$ cat src/rtl/bnn_mem_responder_pkg.sv
// Shared constants, state encoding and sizing defaults for the fetch-port memory responder.
package bnn_mem_responder_pkg;

    // Command encodings on the rw bus
    localparam logic [1:0] RW_IDLE  = 2'b00;
    localparam logic [1:0] RW_READ  = 2'b01;
    localparam logic [1:0] RW_WRITE = 2'b10;
    localparam logic [1:0] RW_CLEAR = 2'b11;

    // Responder sequencing states
    typedef enum logic [1:0] {
        ST_INIT  = 2'd0,
        ST_IDLE  = 2'd1,
        ST_CLEAR = 2'd2
    } state_e;

    // Default sizing for the x-port and w-port instances
    localparam int unsigned DEF_SEL_LEN   = 2;
    localparam int unsigned DEF_NUM_BANKS = 1 << DEF_SEL_LEN;
    localparam int unsigned DEPTH_X       = 784;
    localparam int unsigned DEPTH_W       = 802816 / DEF_NUM_BANKS;

    // Index width needed to address 'depth' words (at least 1 bit)
    function automatic int unsigned idx_width(input int unsigned depth);
        return (depth > 1) ? $clog2(depth) : 1;
    endfunction

endpackage

$ cat src/rtl/bnn_mem_bank.sv
// One bank: DEPTH x DATA_LEN array, synchronous write, registered read holding its last value.
module bnn_mem_bank #(
    parameter int unsigned DATA_LEN = 1,
    parameter int unsigned DEPTH    = 784,
    parameter int unsigned IDX_W    = 10
) (
    input  logic                clk,
    input  logic                rst_n,
    input  logic                we_i,
    input  logic                re_i,
    input  logic [IDX_W-1:0]    idx_i,
    input  logic [DATA_LEN-1:0] wdata_i,
    output logic [DATA_LEN-1:0] rdata_o
);

    logic [DATA_LEN-1:0] mem_q [DEPTH];
    logic [DATA_LEN-1:0] rdata_q;

    // Array write port; contents are deliberately not reset
    always_ff @(posedge clk) begin
        if (we_i) begin
            mem_q[idx_i] <= wdata_i;
        end
    end

    // Read register only updates on an accepted read
    always_ff @(posedge clk or negedge rst_n) begin
        if (!rst_n) begin
            rdata_q <= '0;
        end else if (re_i) begin
            rdata_q <= mem_q[idx_i];
        end
    end

    assign rdata_o = rdata_q;

endmodule

$ cat src/rtl/bnn_mem_responder.sv
// Memory-side responder: banked single-word read/write with post-reset init and bank-clear sweeps.
module bnn_mem_responder
    import bnn_mem_responder_pkg::*;
#(
    parameter int unsigned ADDR_LEN = 10,
    parameter int unsigned DATA_LEN = 1,
    parameter int unsigned SEL_LEN  = 2,
    parameter int unsigned RW_LEN   = 2,
    parameter int unsigned DEPTH    = DEPTH_X
) (
    input  logic                clk,
    input  logic                rst_n,
    input  logic [ADDR_LEN-1:0] addr,
    input  logic [SEL_LEN-1:0]  sel,
    input  logic [RW_LEN-1:0]   rw,
    input  logic [DATA_LEN-1:0] wdata,
    output logic [DATA_LEN-1:0] rdata,
    output logic                rvalid,
    output logic                busy,
    output logic                err
);

    localparam int unsigned NUM_BANKS = 1 << SEL_LEN;
    localparam int unsigned IDX_W     = idx_width(DEPTH);

    state_e              state_q, state_d;
    logic [ADDR_LEN-1:0] ptr_q, ptr_d;
    logic [SEL_LEN-1:0]  clr_bank_q, clr_bank_d;
    logic [SEL_LEN-1:0]  sel_q, sel_d;
    logic                rvalid_q, rvalid_d;
    logic                err_q, err_d;
    logic                busy_q, busy_d;

    logic [NUM_BANKS-1:0] bank_we_c;
    logic [NUM_BANKS-1:0] bank_re_c;
    logic [IDX_W-1:0]     mem_idx_c;
    logic [DATA_LEN-1:0]  mem_wdata_c;
    logic                 addr_ok_c;
    logic                 ptr_last_c;
    logic [DATA_LEN-1:0]  bank_rdata [NUM_BANKS];

    assign addr_ok_c  = (32'(addr) < DEPTH);
    assign ptr_last_c = (ptr_q == ADDR_LEN'(DEPTH - 1));

    // State, sweep pointer and registered outputs
    always_ff @(posedge clk or negedge rst_n) begin
        if (!rst_n) begin
            state_q    <= ST_INIT;
            ptr_q      <= '0;
            clr_bank_q <= '0;
            sel_q      <= '0;
            rvalid_q   <= 1'b0;
            err_q      <= 1'b0;
            busy_q     <= 1'b1;
        end else begin
            state_q    <= state_d;
            ptr_q      <= ptr_d;
            clr_bank_q <= clr_bank_d;
            sel_q      <= sel_d;
            rvalid_q   <= rvalid_d;
            err_q      <= err_d;
            busy_q     <= busy_d;
        end
    end

    // Next-state, command decode and bank strobes
    always_comb begin
        state_d     = state_q;
        ptr_d       = ptr_q;
        clr_bank_d  = clr_bank_q;
        sel_d       = sel_q;
        rvalid_d    = 1'b0;
        err_d       = 1'b0;
        bank_we_c   = '0;
        bank_re_c   = '0;
        mem_idx_c   = addr[IDX_W-1:0];
        mem_wdata_c = wdata;

        case (state_q)
            ST_INIT, ST_CLEAR: begin
                // Sweep zeros through every bank (INIT) or the captured bank (CLEAR)
                mem_idx_c   = ptr_q[IDX_W-1:0];
                mem_wdata_c = '0;
                if (state_q == ST_INIT) begin
                    bank_we_c = '1;
                end else begin
                    bank_we_c[clr_bank_q] = 1'b1;
                end
                if (rw != RW_LEN'(RW_IDLE)) begin
                    err_d = 1'b1;
                end
                if (ptr_last_c) begin
                    state_d = ST_IDLE;
                    ptr_d   = '0;
                end else begin
                    ptr_d = ptr_q + ADDR_LEN'(1);
                end
            end

            ST_IDLE: begin
                case (rw)
                    RW_LEN'(RW_READ): begin
                        if (addr_ok_c) begin
                            bank_re_c[sel] = 1'b1;
                            sel_d          = sel;
                            rvalid_d       = 1'b1;
                        end else begin
                            err_d = 1'b1;
                        end
                    end
                    RW_LEN'(RW_WRITE): begin
                        if (addr_ok_c) begin
                            bank_we_c[sel] = 1'b1;
                        end else begin
                            err_d = 1'b1;
                        end
                    end
                    RW_LEN'(RW_CLEAR): begin
                        state_d    = ST_CLEAR;
                        clr_bank_d = sel;
                        ptr_d      = '0;
                    end
                    default: begin
                    end
                endcase
            end

            default: begin
                state_d = ST_INIT;
                ptr_d   = '0;
            end
        endcase

        busy_d = (state_d != ST_IDLE);
    end

    // Bank array
    for (genvar b = 0; b < NUM_BANKS; b++) begin : g_bank
        bnn_mem_bank #(
            .DATA_LEN(DATA_LEN),
            .DEPTH   (DEPTH),
            .IDX_W   (IDX_W)
        ) u_bank (
            .clk    (clk),
            .rst_n  (rst_n),
            .we_i   (bank_we_c[b]),
            .re_i   (bank_re_c[b]),
            .idx_i  (mem_idx_c),
            .wdata_i(mem_wdata_c),
            .rdata_o(bank_rdata[b])
        );
    end

    // Output mux selects the bank of the most recent accepted read
    assign rdata  = bank_rdata[sel_q];
    assign rvalid = rvalid_q;
    assign err    = err_q;
    assign busy   = busy_q;

endmodule

$ cat config.mk
export PLATFORM = sky130hd
export DESIGN_NAME = bnn_mem_responder
export DESIGN_NICKNAME = d
export VERILOG_FILES = /design/src/rtl/bnn_mem_responder_pkg.sv /design/src/rtl/bnn_mem_bank.sv /design/src/rtl/bnn_mem_responder.sv
export SDC_FILE = /design/constraint.sdc
export NUM_CORES = 2
export LEC_CHECK = 0
export CAP_MARGIN = 20
export CELL_PAD_IN_SITES_DETAIL_PLACEMENT = 2
export CELL_PAD_IN_SITES_GLOBAL_PLACEMENT = 2
export CORE_AREA = 2 2 673 474
export DETAILED_ROUTE_END_ITERATION = 12
export DIE_AREA = 0 0 675 476
export DONT_BUFFER_PORTS = 1
export PLACE_DENSITY = 0.8
export SYNTH_ARGS = -nofsm -noshare
export SYNTH_HDL_FRONTEND = slang
export SYNTH_SLANG_ARGS = --single-unit
$ cat constraint.sdc
create_clock -name clk -period 60.9 [get_ports clk]
set_input_delay 9.135 -clock clk [delete_from_list [all_inputs] [get_ports clk]]
set_output_delay 9.135 -clock clk [all_outputs]
set_load 0.02 [all_outputs]
==> results_dict.tcl <==
set metrics [dict create \
    setup.reg_to_reg.worst_slack_ns 53.32 \
    top_level_ports 21 \
    grt_antenna_before_repair 49 \
    crit_arrival_ns 15.63 \
    cap_violations 0 \
    die_y_um 476 \
    clock-sinks 3159 \
    place.detailed.instances 15700 \
    ctsResizeCount 0 \
    post_cts_buffers 0 \
    synth.ff_latch_count 3159 \
    mostFrequentLayoutCells "nor2_1, edfxtp_1, nand2_1" \
    clockRootBuffer "clkbuf_16" \
    min_path_type "flop to flop" \
    slowest_delay_ns 1.05 \
    gpl.final_weighted_congestion 0.856 \
    violations_in_the_final_reports "max-slew violations" \
    core_area_sq_um 316000 \
    power.ir.vdd_worst_v 0.0000334 \
    comb_power_share_pct 17.9 \
    cts_buffer_depth 4 \
    final-max-slew-violation-count 87 \
    drt_wl_total_mm 603 \
    mostFrequentLayoutCell "nor2_1" \
    floorplan.initialDensity_pct 43.7 \
    worst-path-max-fanout 106 \
    critical_path.reg2reg.endpoint "g_bank[1].u_bank.rdata_o$_DFFE_PN0P_" \
    final.setup_skew_ns 0.0417 \
    grt_overflow 0 \
    horiz_die_dim_um 675 \
    clock.fmax_mhz 67.4 \
    drive_gt1_share_pct 8.40 \
    hold_bufs_at_cts 0 \
    total_power_mw 5.31 \
    first_global_vias 111000 \
    grt_pass1_wl_mm 841 \
    sequential_element_share_of_the_synthesized_area_pct 68.6 \
    total_die_area_sq_um 321000 \
    insertion_delay_ns 0.92 \
    netSwitchingPower_mw 1.69 \
    design_area_sq_um 153000 \
    run_status "finished, violations left" \
    synth.avg_cell_area_sq_um 11.3 \
    final_hold_slack_ns 0.565 \
    worstSetupPathType "input pin to flop" \
    synthArstFlopShare_pct 0.728 \
    first_iter_violations 16300 \
    synth_instances 12200 \
    power_density_nw_per_um2 34.7 \
    ctsHtreeMaxLevel 5 \
    synth-edff-count 3136 \
    placed_cell_area_sq_um 143000 \
    pwr-share-seq_pct 44.6 \
    tritoncts "built" \
    placement.io_buffers 0 \
    timing.final.setup_violations 0 \
    drt_first_pass_iters 8 \
    place_hpwl_mm 350 \
    power_frac_clock_pct 37.5 \
    grt_setup_unrepaired "false" \
    ys.flop_type "edfxtp_1" \
    final.min_clock_period_ns 14.84 \
    timing.max_slew.rel_slack_pct -3.72 \
    worstSetupEndpoint "g_bank[1].u_bank.rdata_o$_DFFE_PN0P_" \
    wl_met3_mm 69.3 \
    crit_cells 11 \
    crit_slowest_cell "nor4_1" \
    highest_layer "met5" \
    final_cells 16400 \
    r2r_start "state_q[0]$_DFF_PN0_" \
    num-nets-final 11900 \
    tightestPinTransition_ns 1.56 \
    worst-r2r-cell-count 11 \
    pin_count_of_the_biggest_net_entering_global_routing 299 \
    track_usage_pct 36.8 \
    yosysUniqueCellTypes 73 \
    setup_tns_ns 0 \
    flow.area_growth_from_synthesis_pct 11.1 \
    wl_per_cell_um 36.9 \
    timing_hold_violations_final 0 \
    num_rows 173 \
    period_share_pct 24.4 \
    power.static_leakage_nw 50.9 \
    internal_power_consumption_mw 3.62 \
    crit_required_ns 61.69 \
    dr_total_vias 106000 \
    final_antenna_net_count 0 \
    synth_cell_area_sq_um 138000 \
    synth_fp_nets 12200 \
    timing.critical_path.cells "mux2_8 -> buf_4 -> buf_4 -> buf_12 -> mux2i_1 -> o22ai_1 -> nor4_1 -> a21oi_1 -> nor4_1 -> nand4_1 -> o32a_1" \
    yosys_warnings 0 \
    crit_path_start "addr[1]" \
    setup.worst_path.end_class "flop" \
    cts_inserted_buffers 326 \
    crit_path_start_kind "input pin" \
    filler_cell_count 31000 \
    power.switching_fraction_pct 31.9 \
    clk_pin_slew_worst_paths_ns 0.06 \
    route.layer.met1.wl_mm 225 \
    critPathBufInv 3 \
    routed-wl-met2_mm 277 \
    worst_path_dominant_cell_family "simple AND/OR/NAND/NOR gates" \
    via_per_inst 6.48 \
    drc_errors 0 \
]
## state kept, by name (all words and copies together), names as in the netlist
signal and cells:
g_bank.u_bank.mem_q 3136, ptr_q 10, g_bank.u_bank.rdata_o 4, clr_bank_q 2, sel_q 2, state_q 2, busy 1, err 1
rvalid 1
## logic make-up (layout without fill, tap and decap cells)
| group | count (synthesis) | in the layout | share of synthesized area, % |
|---|---|---|---|
| fa+ha+maj | 5 | 5 | 0.0453 |
| other cells | 0 | 27 | 0 |
| flops | 3159 | 3159 | 68.6 |
| simple gates | 6081 | 6081 | 17.4 |
| compound gates | 1285 | 1285 | 5.47 |
| xor+xnor | 1 | 1 | 0.00635 |
| buf+inv | 1052 | 957 | 3.24 |
| mux | 641 | 641 | 5.19 |
## worst min-delay path by stage
stage,depth (start not counted),endpoint,startpoint
global placement,2,sel_q[1]$_DFFE_PN0P_,sel_q[1]$_DFFE_PN0P_
finish,2,sel_q[1]$_DFFE_PN0P_,sel_q[1]$_DFFE_PN0P_
floorplan,2,sel_q[1]$_DFFE_PN0P_,sel_q[1]$_DFFE_PN0P_
global route,2,sel_q[1]$_DFFE_PN0P_,sel_q[1]$_DFFE_PN0P_
detailed placement,2,sel_q[1]$_DFFE_PN0P_,sel_q[1]$_DFFE_PN0P_
CTS,2,sel_q[1]$_DFFE_PN0P_,sel_q[1]$_DFFE_PN0P_
## worst reg2reg max path, stage by stage, from the launching register on
cell,delay (ns)
dfrtp_4,0.80
mux2_8,0.73
buf_4,0.94
buf_4,0.74
buf_12,0.53
mux2i_1,0.45
o22ai_1,0.18
nor4_1,1.01
a21oi_1,0.41
nor4_1,1.05
nand4_1,0.23
o32a_1,0.39
## cell usage after synthesis (all sizes together), types with 16 or more instances
cell type	number	area share [%]
clkbuf	577	1.6
nor4	193	0.87
and3	38	0.17
buf	463	1.6
nand2	2326	6.3
nor2	3229	8.8
mux2i	579	4.2
a31oi	50	0.23
a41oi	16	0.10
edfxtp	3136	68
o21ai	56	0.24
mux4	57	0.93
a2111oi	19	0.13
a21oi	715	2.6
a311oi	39	0.25
or4	39	0.21
o22ai	286	1.3
dfrtp	22	0.40
nand3	171	0.62
## routing by layer
| metal | GRT usage [%] | up-vias |
|---|---|---|
| met3 | 8.89 | 1543 |
| li1 | - | 42100 |
| met1 | 47.9 | 55700 |
| met5 | 0 | - |
| met2 | 57.7 | 6675 |
| met4 | 18.2 | 18 |
## power by group through the flow
stage / combinational, mW / sequential [mW] / clock [mW]
after floorplan: 0.384 / 2.41 / 0
after global placement: 0.862 / 2.42 / 0
after detailed placement: 0.891 / 2.42 / 0
after CTS: 0.903 / 2.37 / 1.99
after global routing: 0.940 / 2.37 / 2.06
final: 0.952 / 2.37 / 1.99
## per-stage QoR
step	worst slack [ns]	util (%)
after floorplan	4.86	-
after CTS	46.39	48.4
after global routing	46.09	48.6
after detailed placement	45.51	45.2
final	46.06	48.6
after global placement	45.61	45.1
## area by class of cell
cell class | count | area, sq um | area share [%]
well taps | 4200 | 5260 | 3.43
clock buffers | 428 | 8880 | 5.79
inverters | 12 | 45.0 | 0.0294
multi-input cells | 8013 | 39600 | 25.8
diodes | 27 | 67.6 | 0.0441
clock inverters | 140 | 1010 | 0.660
repair buffers | 377 | 3770 | 2.46
flip-flops and latches | 3159 | 94800 | 61.8
No activity file was read; power rests on OpenSTA's default activity.
